## config.mk

```make
export PLATFORM = sky130hd
export DESIGN_NAME = merge_query_arbiter
export DESIGN_NICKNAME = d
export VERILOG_FILES = /design/src/rtl/merge_query_arbiter.sv
export SDC_FILE = /design/constraint.sdc
export NUM_CORES = 1
export LEC_CHECK = 0
export ABC_AREA = 1
export ABC_CLOCK_PERIOD_IN_PS = 5400
export CAP_MARGIN = 10
export CORE_ASPECT_RATIO = 0.5
export CORE_UTILIZATION = 26
export CTS_CLUSTER_DIAMETER = 50
export CTS_CLUSTER_SIZE = 24
export DETAILED_ROUTE_END_ITERATION = 8
export GPL_TIMING_DRIVEN = 0
export HOLD_SLACK_MARGIN = 0.06
export PLACE_DENSITY = 0.56
export SETUP_SLACK_MARGIN = 0.2
export SLEW_MARGIN = 20
export SYNTH_ARGS = -nofsm -noshare
export SYNTH_HDL_FRONTEND = slang
export SYNTH_SLANG_ARGS = --single-unit
```

## constraint.sdc

```tcl
create_clock -name clk -period 5.4 [get_ports clk]
set_input_delay 1.08 -clock clk [delete_from_list [all_inputs] [get_ports clk]]
set_output_delay 1.08 -clock clk [all_outputs]
set_load 0.01 [all_outputs]
```

## src/rtl/merge_query_arbiter.sv

```systemverilog
// Shares one merge_query instance between NUM_REQ requester lanes: per-lane 1-entry holds,
// a round-robin forwarder into the queue, and a flush FSM that drains lanes and then the queue.
module merge_query_arbiter #(
  parameter int NUM_REQ           = 4,
  parameter int ITEM_LENGTH       = 48,
  parameter int ITEM_COUNTER_SIZE = 12,
  parameter int ID_W              = 2
) (
  input  logic                                   clk,
  input  logic                                   rst_n,
  input  logic [NUM_REQ-1:0]                     req_valid,
  output logic [NUM_REQ-1:0]                     req_ready,
  input  logic [NUM_REQ*ITEM_LENGTH-1:0]         req_item,
  input  logic [NUM_REQ*(ITEM_COUNTER_SIZE-1)-1:0] req_counter,
  output logic                                   q_valid_in,
  output logic [ITEM_LENGTH-1:0]                 q_item_in,
  output logic [ITEM_COUNTER_SIZE-2:0]           q_counter_in,
  input  logic                                   q_full,
  input  logic                                   q_empty,
  input  logic                                   flush_req,
  output logic                                   flush_done,
  output logic [ID_W-1:0]                        grant_id,
  output logic [15:0]                            drop_cnt,
  output logic [1:0]                             flush_state
);

  localparam int CW = ITEM_COUNTER_SIZE - 1;

  typedef enum logic [1:0] {ST_RUN, ST_DRAIN, ST_WAIT_EMPTY, ST_DONE} state_t;

  state_t                 state;
  logic [NUM_REQ-1:0]     hold_vld;
  logic [NUM_REQ-1:0]     hold_vld_nxt;
  logic [NUM_REQ-1:0]     take;
  logic [NUM_REQ-1:0]     zero_take;
  logic [NUM_REQ-1:0]     grant_mask;
  logic [ITEM_LENGTH-1:0] hold_item [NUM_REQ];
  logic [CW-1:0]          hold_cnt  [NUM_REQ];
  logic [ID_W-1:0]        rr_ptr;
  logic [ID_W-1:0]        win_id;
  logic [ID_W:0]          cand;
  logic                   win_found;
  logic                   fire;
  logic [4:0]             drop_inc;
  logic [16:0]            drop_sum;

  // Handshakes: a transfer happens on a rising edge where valid and ready are both high;
  // ready depends only on registered state, never on valid, and valid never waits on ready.
  always_comb begin
    req_ready = '0;
    take      = '0;
    zero_take = '0;
    drop_inc  = '0;
    for (int i = 0; i < NUM_REQ; i++) begin
      req_ready[i] = rst_n & (state == ST_RUN) & ~hold_vld[i];
      take[i]      = req_valid[i] & req_ready[i] & (req_counter[i*CW +: CW] != '0);
      zero_take[i] = req_valid[i] & req_ready[i] & (req_counter[i*CW +: CW] == '0);
      drop_inc     = drop_inc + {4'b0, zero_take[i]};
    end
    drop_sum = {1'b0, drop_cnt} + {12'b0, drop_inc};
  end

  // Round-robin search starting at rr_ptr, wrapping modulo NUM_REQ.
  always_comb begin
    win_found = 1'b0;
    win_id    = '0;
    cand      = '0;
    for (int k = 0; k < NUM_REQ; k++) begin
      cand = {1'b0, rr_ptr} + (ID_W+1)'(k);
      if (cand >= (ID_W+1)'(NUM_REQ)) cand = cand - (ID_W+1)'(NUM_REQ);
      if (!win_found && hold_vld[cand[ID_W-1:0]]) begin
        win_found = 1'b1;
        win_id    = cand[ID_W-1:0];
      end
    end
  end

  always_comb begin
    fire       = win_found & ~q_full & ((state == ST_RUN) | (state == ST_DRAIN));
    grant_mask = '0;
    for (int i = 0; i < NUM_REQ; i++) grant_mask[i] = fire & (win_id == ID_W'(i));
    hold_vld_nxt = (hold_vld & ~grant_mask) | take;
    q_valid_in   = fire;
    q_item_in    = fire ? hold_item[win_id] : '0;
    q_counter_in = fire ? hold_cnt[win_id]  : '0;
    grant_id     = fire ? win_id : '0;
    flush_done   = (state == ST_DONE);
    flush_state  = state;
  end

  always_ff @(posedge clk) begin
    if (!rst_n) begin
      hold_vld <= '0;
      rr_ptr   <= '0;
      state    <= ST_RUN;
      drop_cnt <= '0;
    end else begin
      hold_vld <= hold_vld_nxt;
      if (fire) rr_ptr <= (win_id == ID_W'(NUM_REQ-1)) ? '0 : win_id + ID_W'(1);
      drop_cnt <= drop_sum[16] ? 16'hFFFF : drop_sum[15:0];
      case (state)
        ST_RUN:        if (flush_req) state <= ST_DRAIN;
        ST_DRAIN:      if (hold_vld_nxt == '0) state <= ST_WAIT_EMPTY;
        ST_WAIT_EMPTY: if (q_empty) state <= ST_DONE;
        default:       state <= ST_RUN;
      endcase
    end
  end

  // Payload registers carry no reset; hold_vld qualifies them.
  always_ff @(posedge clk) begin
    for (int i = 0; i < NUM_REQ; i++) begin
      if (take[i]) begin
        hold_item[i] <= req_item[i*ITEM_LENGTH +: ITEM_LENGTH];
        hold_cnt[i]  <= req_counter[i*CW +: CW];
      end
    end
  end

endmodule

```

==> summary.txt, run 1 <==
Initial DRT Pass Iterations -> 5
slew of the pin with the lowest slew margin -> 0.5934 ns
Initial DRC Count -> 445
global-route wire length before repair -> 53.14 mm
Filler cells -> 3,937
Netlist cell types -> 36
Req. time, crit path -> 4.32 ns
number of port buffers -> 328
Overflow after GRT -> 0
Sequential Area -> 7567 µm²
sequential share of the synthesized area -> 68.84%
vias in the first global route -> 8,643
Worst path most repeated cell -> nand2_1
clock sinks -> 260
CP max FO -> 10
Max rail drop VDD -> 273.5 µV
layout cells sized above 1 -> 7.341%
Post-synth ARST share -> 0%
Final GP Congestion -> 0.8848
commonest non-fill, non-tap cell in the layout -> clkdlybuf4s50_1
Synth Register Bits -> 260
# resized after CTS -> 0
cell area after placement -> 15,080 µm²
ys flop type -> edfxtp_1
num ports -> 330
upper clock frequency limit -> 0.2113 GHz
Reg clk slew, reported paths -> 0.07 ns
Nets -> 1,573
placed cells -> 1,853
Max clock buf depth -> 3
minimum clock period -> 4.733 ns
drt drc -> 0
drt total wl -> 36.23 mm
H-Tree Depth -> 1
Worst setup EP type -> output port
Rows -> 52
area grow syn2layout -> 45.53%
routed via count -> 8,438
max incr delay on CP -> 0.56 ns
clock buffer count from CTS -> 27
Setup Buffers After CTS -> 0
setup TNS -> 0 ns
critical path class -> reg -> out
Final setup violation count -> 0
crit start category -> flop
Starting Density -> 26.78%
Post-Layout Inst Area -> 16,000 µm²
DIE HEIGHT -> 147.4 µm
LEAKAGE -> 5.787 nW
largest net degree at the start of global routing -> 38
die area -> 43,160 µm²
most frequent cells in the layout -> clkdlybuf4s50_1 (328), edfxtp_1 (236), nor2_1 (141), nand2_1 (117), inv_1 (95)
Die Width -> 292.8 µm
CTS tree -> yes
final hold violation count -> 0
hold_buf cts -> 0
synth warn -> 0
via density per instance -> 4.411
Max Transition Viols Final -> 0
Worst slew margin -> 60.44%
initial antenna violation count -> 11
Max-Cap Viols -> 0
RSZ-0062 raised after global routing -> false
area of the multi-input gates -> 2769 µm²
Clock Root Buffer -> clkbuf_16
number of synthesized flops with an enable pin -> 236
clk_lat worst skew -> 0.55 ns
syn_nets -> 1,212
crit path max-delay cell type -> clkdlybuf4s50_1
syn_area_per_cell -> 11.52 µm²
post-route clock skew -> 0.01291 ns
synthesized instance count -> 954
CP cell instances -> buf_6 -> inv_4 -> nand2_1 -> nand2_1 -> nand2_1 -> nand2_2 -> nor2_1 -> nor2_2 -> xor2_1 -> nand2_2 -> inv_2 -> clkbuf_1 -> o21ai_0 -> a21oi_1 -> clkdlybuf4s50_1
Min-Delay Path Class -> reg -> reg
post-route clock period utilization -> 87.65%
Power Density -> 520.5 nW/µm²
GRT Util Overall -> 16.44%
mapped cell area -> 10,990 µm²
ANT nets after route -> 0
outcome -> finished, final reports clean
Routed wire per std cell -> 18.94 µm
Worst EP arrival -> 3.65 ns
post-detail-place hpwl -> 27.64 mm
final cell count without fillers -> 1,913
total core area -> 41,050 µm²
-- path summary, 6_finish.rpt --
check	startpoint	endpoint	slack (ns)	depth (start not counted)
hold reg to reg	hold_vld[2]	hold_vld[2]	0.54	2
setup / recovery	rr_ptr[0]	q_item_in[35]	0.67	15
hold / removal	hold_vld[2]	hold_vld[2]	0.54	2
setup reg to reg	flush_state[0]	drop_cnt[14]	1.46	19
-- registers in the layout (all words and copies together), names as in the netlist --
name         flops
flush_state      2
hold_item      192
hold_vld         4
drop_cnt        16
hold_cnt        44
rr_ptr           2
-- cells by family (layout without fill, tap and decap cells) --
family | Yosys count | after routing | synth area share, %
other cells | 0 | 11 | 0
compound gates | 210 | 210 | 11.09
flops | 260 | 260 | 68.84
buf+inv | 150 | 531 | 5.976
fa+ha+maj | 13 | 13 | 1.685
simple gates | 311 | 311 | 11.62
xor+xnor | 10 | 10 | 0.7967
-- final cells by class --
type | instances | area share [%]
well taps | 567 | 4.435
multi-input cells | 544 | 17.31
clock buffers | 28 | 4.247
flip-flops and latches | 260 | 47.30
plain buffers | 48 | 1.697
inverters | 102 | 2.471
diodes | 11 | 0.1721
repair buffers | 332 | 21.07
clock inverters | 21 | 1.298
-- synthesized netlist by cell type, types with 3 or more instances --
library cell / count / area share, %
buf_6: 7 / 0.72
buf_4: 3 / 0.20
nand4_1: 8 / 0.46
dfxtp_1: 24 / 4.4
o21ai_0: 56 / 2.5
nand2_2: 3 / 0.17
nand3_1: 18 / 0.82
a21oi_1: 75 / 3.4
fa_1: 3 / 0.55
o21ai_1: 14 / 0.64
ha_1: 10 / 1.1
clkbuf_1: 15 / 0.51
o211ai_1: 59 / 4.0
xnor2_1: 4 / 0.32
inv_1: 99 / 3.4
nor2_1: 141 / 4.8
nand2_1: 117 / 4.0
nor4_1: 10 / 0.57
edfxtp_1: 236 / 64
xor2_1: 6 / 0.48
buf_2: 22 / 1.0
nor3_1: 8 / 0.36
-- per-layer routing --
metal  GRT usage (%)  vias up  wire [µm]
li1                -     4072          -
met2           31.19      184      20160
met1           18.14     4121      13580
met4           6.885        0       1096
met5               0        -          0
met3           2.842       61       1399
-- critical path: cells and delay by family (launching register included) --
family / cells / cell delay (ns)
buffers and inverters: 5 / 1.42
flip-flops: 1 / 0.31
AO/OA/AOI/OAI: 2 / 0.45
XOR/XNOR: 1 / 0.17
AND/OR/NAND/NOR: 7 / 0.76
-- through the flow --
stage | hold slack (ns) | utilization (%) | setup WS [ns] | power (mW)
after global placement | 0.5166 | 36.50 | 0.5443 | 6.480
after detailed placement | 0.5210 | 36.74 | 0.4680 | 6.527
after CTS | 0.5315 | 38.90 | 0.5833 | 8.408
final | 0.5350 | 38.97 | 0.6668 | 8.327
after global routing | 0.5635 | 38.97 | 0.4108 | 8.837
after floorplan | 0.4875 | - | 1.112 | 4.835
-- power by group --
| group | total (mW) | leakage (nW) | internal (mW) | switching [mW] |
|---|---|---|---|---|
| Combinational | 3.88 | 3.00 | 1.47 | 2.41 |
| Clock | 1.87 | 0.421 | 0.999 | 0.867 |
| Sequential | 2.58 | 2.36 | 2.50 | 0.0759 |
Note: power is estimated with default switching activity, not from simulation.
==> inputs of run 2 (changes only) <==
--- a/config.mk
+++ b/config.mk
@@ -16,6 +16,7 @@
 export GPL_TIMING_DRIVEN = 0
 export HOLD_SLACK_MARGIN = 0.06
 export PLACE_DENSITY = 0.56
+export RECOVER_POWER = 50
 export SETUP_SLACK_MARGIN = 0.2
 export SLEW_MARGIN = 20
 export SYNTH_ARGS = -nofsm -noshare
==> summary.txt, run 2 (synthesized netlist as in run 1, its figures left out) <==
die area -> 43,160 µm² (unchanged)
LEAKAGE -> 5.830 nW (+0.74%)
Worst EP arrival -> 3.65 ns (about the same)
clk_lat worst skew -> 0.55 ns (about the same)
clock sinks -> 260 (unchanged)
Initial DRC Count -> 492 (+11%)
Max Transition Viols Final -> 28 (+28)
post-route clock skew -> 0.01274 ns (-0.0001739 ns)
routed via count -> 8,436 (-0.024%)
GRT Util Overall -> 16.44% (unchanged)
Buf/Inv on CP -> 5 (unchanged)
# resized after CTS -> 0 (unchanged)
grt peak-use layer -> met2
layout cells sized above 1 -> 7.341% (unchanged)
Max clock buf depth -> 3 (unchanged)
post-route clock period utilization -> 87.58% (about the same)
met2 Track Usage GR -> 31.19% (unchanged)
via density per instance -> 4.387 (-0.54%)
Max-Cap Viols -> 1 (+1)
largest registers -> hold_item: 192 flops, hold_cnt: 44 flops, drop_cnt: 16 flops
Post-Layout Inst Area -> 16,020 µm² (+0.13%)
crit start category -> flop
largest net degree at the start of global routing -> 38 (unchanged)
H-Tree Depth -> 1 (unchanged)
outcome -> complete, but fails checks
minimum clock period -> 4.730 ns (-0.003646 ns)
cell area after placement -> 15,080 µm² (unchanged)
Min-Delay Path Class -> reg -> reg
Req. time, crit path -> 4.32 ns (about the same)
Overflow after GRT -> 0 (unchanged)
Max rail drop VDD -> 272.6 µV (-0.34%)
clock buffer count from CTS -> 27 (unchanged)
total core area -> 41,050 µm² (unchanged)
drt total wl -> 36.21 mm (about the same)
post-detail-place hpwl -> 27.64 mm (unchanged)
Final GP Congestion -> 0.8848 (unchanged)
DIE HEIGHT -> 147.4 µm (unchanged)
global-route wire length before repair -> 53.14 mm (unchanged)
max reg flops -> 192 (unchanged)
drt drc -> 0 (unchanged)
crit path max-delay cell type -> clkdlybuf4s50_1
RSZ-0062 raised after global routing -> false
Final setup violation count -> 0 (unchanged)
CP max FO -> 10 (unchanged)
initial antenna violation count -> 25 (+14)
Nets -> 1,573 (unchanged)
met3 usage -> 2.842% (unchanged)
CP cell instances -> buf_6 -> inv_4 -> nand2_1 -> nand2_1 -> nand2_1 -> nand2_2 -> nor2_1 -> nor2_2 -> xor2_1 -> nand2_2 -> inv_2 -> clkbuf_1 -> o21ai_0 -> a21oi_1 -> clkdlybuf4s50_1
number of port buffers -> 328 (unchanged)
final hold violation count -> 0 (unchanged)
CTS tree -> yes
Top reg by flops -> hold_item
Die Width -> 292.8 µm (unchanged)
Worst setup EP type -> output port
Min Hold Slack -> 0.5353 ns (+0.0002960 ns)
hold_buf cts -> 0 (unchanged)
num ports -> 330 (unchanged)
Clock Root Buffer -> clkbuf_16
slew of the pin with the lowest slew margin -> 1.537 ns (+0.9432 ns)
delay-heaviest family, CP -> buffers and inverters
max incr delay on CP -> 0.57 ns (about the same)
ANT nets after route -> 0 (unchanged)
critical path class -> reg -> out
vias in the first global route -> 8,643 (unchanged)
met1 Use GR -> 18.14% (unchanged)
Worst slew margin -> -3.003% (-63 points)
Starting Density -> 26.78% (unchanged)
Setup Buffers After CTS -> 0 (unchanged)
Initial DRT Pass Iterations -> 5 (unchanged)
Rows -> 52 (unchanged)
Routed wire per std cell -> 18.83 µm (-0.58%)
failing checks -> max-capacitance violations, max-slew violations
Power Density -> 517.8 nW/µm² (-0.51%)
Worst path most repeated cell -> nand2_1
most frequent cells in the layout -> edfxtp_1 (236), dlygate4sd3_1 (236), nor2_1 (141), nand2_1 (117), inv_1 (95)
area grow syn2layout -> 45.72%
Reg clk slew, reported paths -> 0.07 ns (about the same)
upper clock frequency limit -> 0.2114 GHz (about the same)
setup TNS -> 0 ns (unchanged)
run 2: cell count changes in the layout (fill, tap and decap cells not counted):
| cell | previous run | this run |
|---|---|---|
| diode_2 | 11 | 21 |
| inv_4 | 5 | 2 |
| clkdlybuf4s50_1 | 328 | 92 |
| clkinvlp_2 | 1 | 4 |
| dlygate4sd3_1 | 0 | 236 |
run 2: worst paths after layout:
check / from / to / slack (ns) / depth (start not counted)
max reg2reg: flush_state[0] / drop_cnt[14] / 1.45 / 19
min: hold_vld[3] / hold_vld[3] / 0.54 / 2
min reg2reg: hold_vld[3] / hold_vld[3] / 0.54 / 2
max: rr_ptr[0] / q_item_in[35] / 0.67 / 15
run 2: where the power goes:
part / internal [mW] / switching (mW)
clock: 0.999 / 0.868
sequential: 2.51 / 0.0762
combinational: 1.44 / 2.41
total: 4.95 / 3.35
run 2: worst register-to-register path, delay by kind of cell (launching register included):
kind	cells	cell delay [ns]
and+or+nand+nor	8	1.39
AOI/OAI and AO/OA	2	0.26
DFF	1	0.37
buffers and inverters	5	0.44
adders and majority gates	4	1.43
run 2: per-stage QoR:
stage	total power, mW	instances	setup WS [ns]	utilization, %
final	8.295	1923	0.6704	39.02
after CTS	8.408	1902	0.5833	38.90
after global routing	8.808	1922	0.4108	39.01
after detailed placement	6.527	1853	0.4680	36.74
after global placement	6.480	1849	0.5443	36.50
after floorplan	4.835	954	1.112	-
run 2: metal layers:
| layer | wire length (µm) | vias up |
|---|---|---|
| li1 | - | 4086 |
| met1 | 13580 | 4117 |
| met2 | 20400 | 176 |
| met3 | 1399 | 57 |
| met4 | 839 | 0 |
| met5 | 0 | - |
run 2: cell type report:
cell class              instances  area, µm²
diodes                         21      52.55
plain buffers                  48      271.5
clock buffers                  28      679.4
clock inverters                21      207.7
fillers                      3947      25040
inverters                     102      391.6
multi-input cells             544       2769
flip-flops and latches        260       7567
well taps                     567      709.4
repair buffers                332       3371
==> inputs of run 3 (changes only) <==
--- a/config.mk
+++ b/config.mk
@@ -9,6 +9,7 @@
 export ABC_CLOCK_PERIOD_IN_PS = 5400
 export CAP_MARGIN = 10
 export CORE_ASPECT_RATIO = 0.5
+export CORE_MARGIN = 4
 export CORE_UTILIZATION = 26
 export CTS_CLUSTER_DIAMETER = 50
 export CTS_CLUSTER_SIZE = 24
==> summary.txt, run 3 (synthesized netlist as in run 1, its figures left out) <==
Int Power -> 5.052 mW (+2.2%)
Worst path most repeated cell -> nand2_1
via density per instance -> 4.445 (+1.3%)
max reg flops -> 192 (unchanged)
initial antenna violation count -> 21 (-16%)
max incr delay on CP -> 0.57 ns (about the same)
drt total wl -> 37.54 mm (+3.7%)
slew of the pin with the lowest slew margin -> 1.499 ns (-0.03722 ns)
cell area after placement -> 15,100 µm² (about the same)
total core area -> 41,050 µm² (unchanged)
area grow syn2layout -> 46.36%
Req. time, crit path -> 4.32 ns (about the same)
failing checks -> max-capacitance violations, max-slew violations
Power Density -> 523.4 nW/µm² (+1.1%)
# resized after CTS -> 0 (unchanged)
CTS tree -> yes
switching share of power -> 40.00% (-0.38 points)
drt drc -> 0 (unchanged)
upper clock frequency limit -> 0.2036 GHz (-3.7%)
Nets -> 1,573 (unchanged)
global-route wire length before repair -> 54.37 mm (+2.3%)
post-route clock period utilization -> 90.95% (+3.4 points)
crit start category -> flop
Rows -> 52 (unchanged)
NetSw -> 3.368 mW (+0.54%)
Max-Cap Viols -> 1 (unchanged)
Die Width -> 298.8 µm (+2.0%)
part of the power in combinational logic -> 45.6% (-0.7 points)
LEAKAGE -> 5.879 nW (+0.85%)
Post-Layout Inst Area -> 16,090 µm² (+0.44%)
critical path class -> reg -> out
Routed wire per std cell -> 19.57 µm (+3.9%)
Max Transition Viols Final -> 11 (-61%)
Setup Buffers After CTS -> 0 (unchanged)
hold path startpoint -> hold_vld[3]
Worst setup EP type -> output port
hold_buf cts -> 0 (unchanged)
num ports -> 330 (unchanged)
post-detail-place hpwl -> 28.96 mm (+4.8%)
Initial DRT Pass Iterations -> 5 (unchanged)
clock sinks -> 260 (unchanged)
post-route clock skew -> 0.01266 ns (-0.00007510 ns)
minimum clock period -> 4.911 ns (+0.1816 ns)
RSZ-0062 raised after global routing -> false
ANT nets after route -> 0 (unchanged)
GRT Util Overall -> 15.60% (-0.84 points)
Max rail drop VDD -> 365.0 µV (+34%)
Overflow after GRT -> 0 (unchanged)
setup TNS -> 0 ns (unchanged)
DIE HEIGHT -> 153.4 µm (+4.1%)
clock buffer count from CTS -> 27 (unchanged)
worst setup slack after layout -> 0.4888 ns (-0.1816 ns)
crit path max-delay cell type -> clkdlybuf4s50_1
Initial DRC Count -> 683 (+39%)
Clock Root Buffer -> clkbuf_16
routed via count -> 8,526 (+1.1%)
Final GP Congestion -> 0.8433 (-4.7%)
outcome -> complete, but fails checks
CP max FO -> 10 (unchanged)
final hold violation count -> 0 (unchanged)
CP startpoint -> rr_ptr[0]
RR Startpoint -> flush_state[0]
number of port buffers -> 328 (unchanged)
sequential fraction of design power -> 30.7% (-0.4 points)
Total Power -> 8.421 mW (+1.5%)
Post-Place Worst Slack -> 0.4410 ns (-0.02701 ns)
largest registers -> hold_item: 192 flops, hold_cnt: 44 flops, drop_cnt: 16 flops
Worst EP arrival -> 3.83 ns (+0.18 ns)
CP cell instances -> buf_6 -> inv_4 -> nand2_1 -> nand2_1 -> nand2_1 -> nand2_2 -> nor2_1 -> nor2_2 -> xor2_1 -> nand2_1 -> inv_2 -> clkbuf_1 -> o21ai_0 -> a21oi_1 -> clkdlybuf4s50_1
die area -> 45,840 µm² (+6.2%)
most frequent cells in the layout -> edfxtp_1 (236), dlygate4sd3_1 (236), nor2_1 (141), nand2_1 (118), inv_1 (95)
R2R setup slack -> 1.28 ns (-0.17 ns)
clk_lat worst skew -> 0.56 ns (about the same)
Max clock buf depth -> 3 (unchanged)
Worst slew margin -> -0.5080% (+2.5 points)
Min-Delay Path Class -> reg -> reg
Final setup violation count -> 0 (unchanged)
vias in the first global route -> 8,543 (-1.2%)
Core Util, Final -> 39.19% (+0.17 points)
Starting Density -> 26.78% (unchanged)
layout cells sized above 1 -> 7.410% (+0.069 points)
largest net degree at the start of global routing -> 56 (+47%)
clock network fraction of total power -> 23.8% (+1.3 points)
Reg clk slew, reported paths -> 0.08 ns (about the same)
Filler cells -> 3,909 (-0.96%)
Top reg by flops -> hold_item
H-Tree Depth -> 1 (unchanged)
## run 3: cell types whose count changed in the layout (fill, tap and decap cells not counted)
cell,change
clkinv_2,+1
buf_16,+2
buf_12,-2
inv_16,+1
inv_4,-1
nand2_2,-1
clkinv_4,+3
clkinvlp_4,-3
inv_8,+1
nand2_1,+1
inv_6,-2
bufinv_16,+2
clkbuf_1,-1
diode_2,-6
## run 3: cell type report
cell class / instances / area, µm² / area share [%]
clock buffer: 27 / 675.6 / 4.199
timing repair buffer: 332 / 3386 / 21.04
sequential: 260 / 7567 / 47.03
antenna: 15 / 37.54 / 0.2333
buffer: 48 / 271.5 / 1.688
multi-input combinational: 544 / 2766 / 17.19
tap: 567 / 709.4 / 4.409
inverter: 102 / 390.4 / 2.426
clock inverter: 23 / 285.3 / 1.773
## run 3: through the flow
step,instances,hold WS (ns)
finish,1918,0.5251
global route,1915,0.5627
CTS,1903,0.5244
detailed placement,1853,0.5138
global placement,1849,0.5128
floorplan,954,0.4875
## run 3: path summary, 6_finish.rpt
check | endpoint | cells after the start
min reg2reg | hold_vld[3] | 2
min | hold_vld[3] | 2
max reg2reg | drop_cnt[14] | 18
max | q_item_in[32] | 15
## run 3: worst max-delay path: cells and delay by family, from the launching register on
family	cells	cell delay, ns
buf+inv	5	1.51
flops	1	0.31
simple gates	7	0.85
compound gates	2	0.44
xor+xnor	1	0.14
## run 3: power by group through the flow
stage	sequential [mW]	clock, mW	combinational, mW
final	2.58	2.00	3.84
after global routing	2.60	2.13	4.22
after CTS	2.58	2.04	3.93
after detailed placement	2.62	0	3.91
after global placement	2.64	0	3.85
after floorplan	2.62	0	2.22
## run 3: layer usage
metal | share of wire, % | track usage (%) | wire (µm) | vias up
met5 | 0 | 0 | 0 | -
met2 | 56 | 30.14 | 21040 | 182
li1 | - | - | - | 4077
met3 | 3.3 | 2.438 | 1247 | 82
met1 | 37 | 17.12 | 13860 | 4185
met4 | 3.7 | 6.184 | 1388 | 0
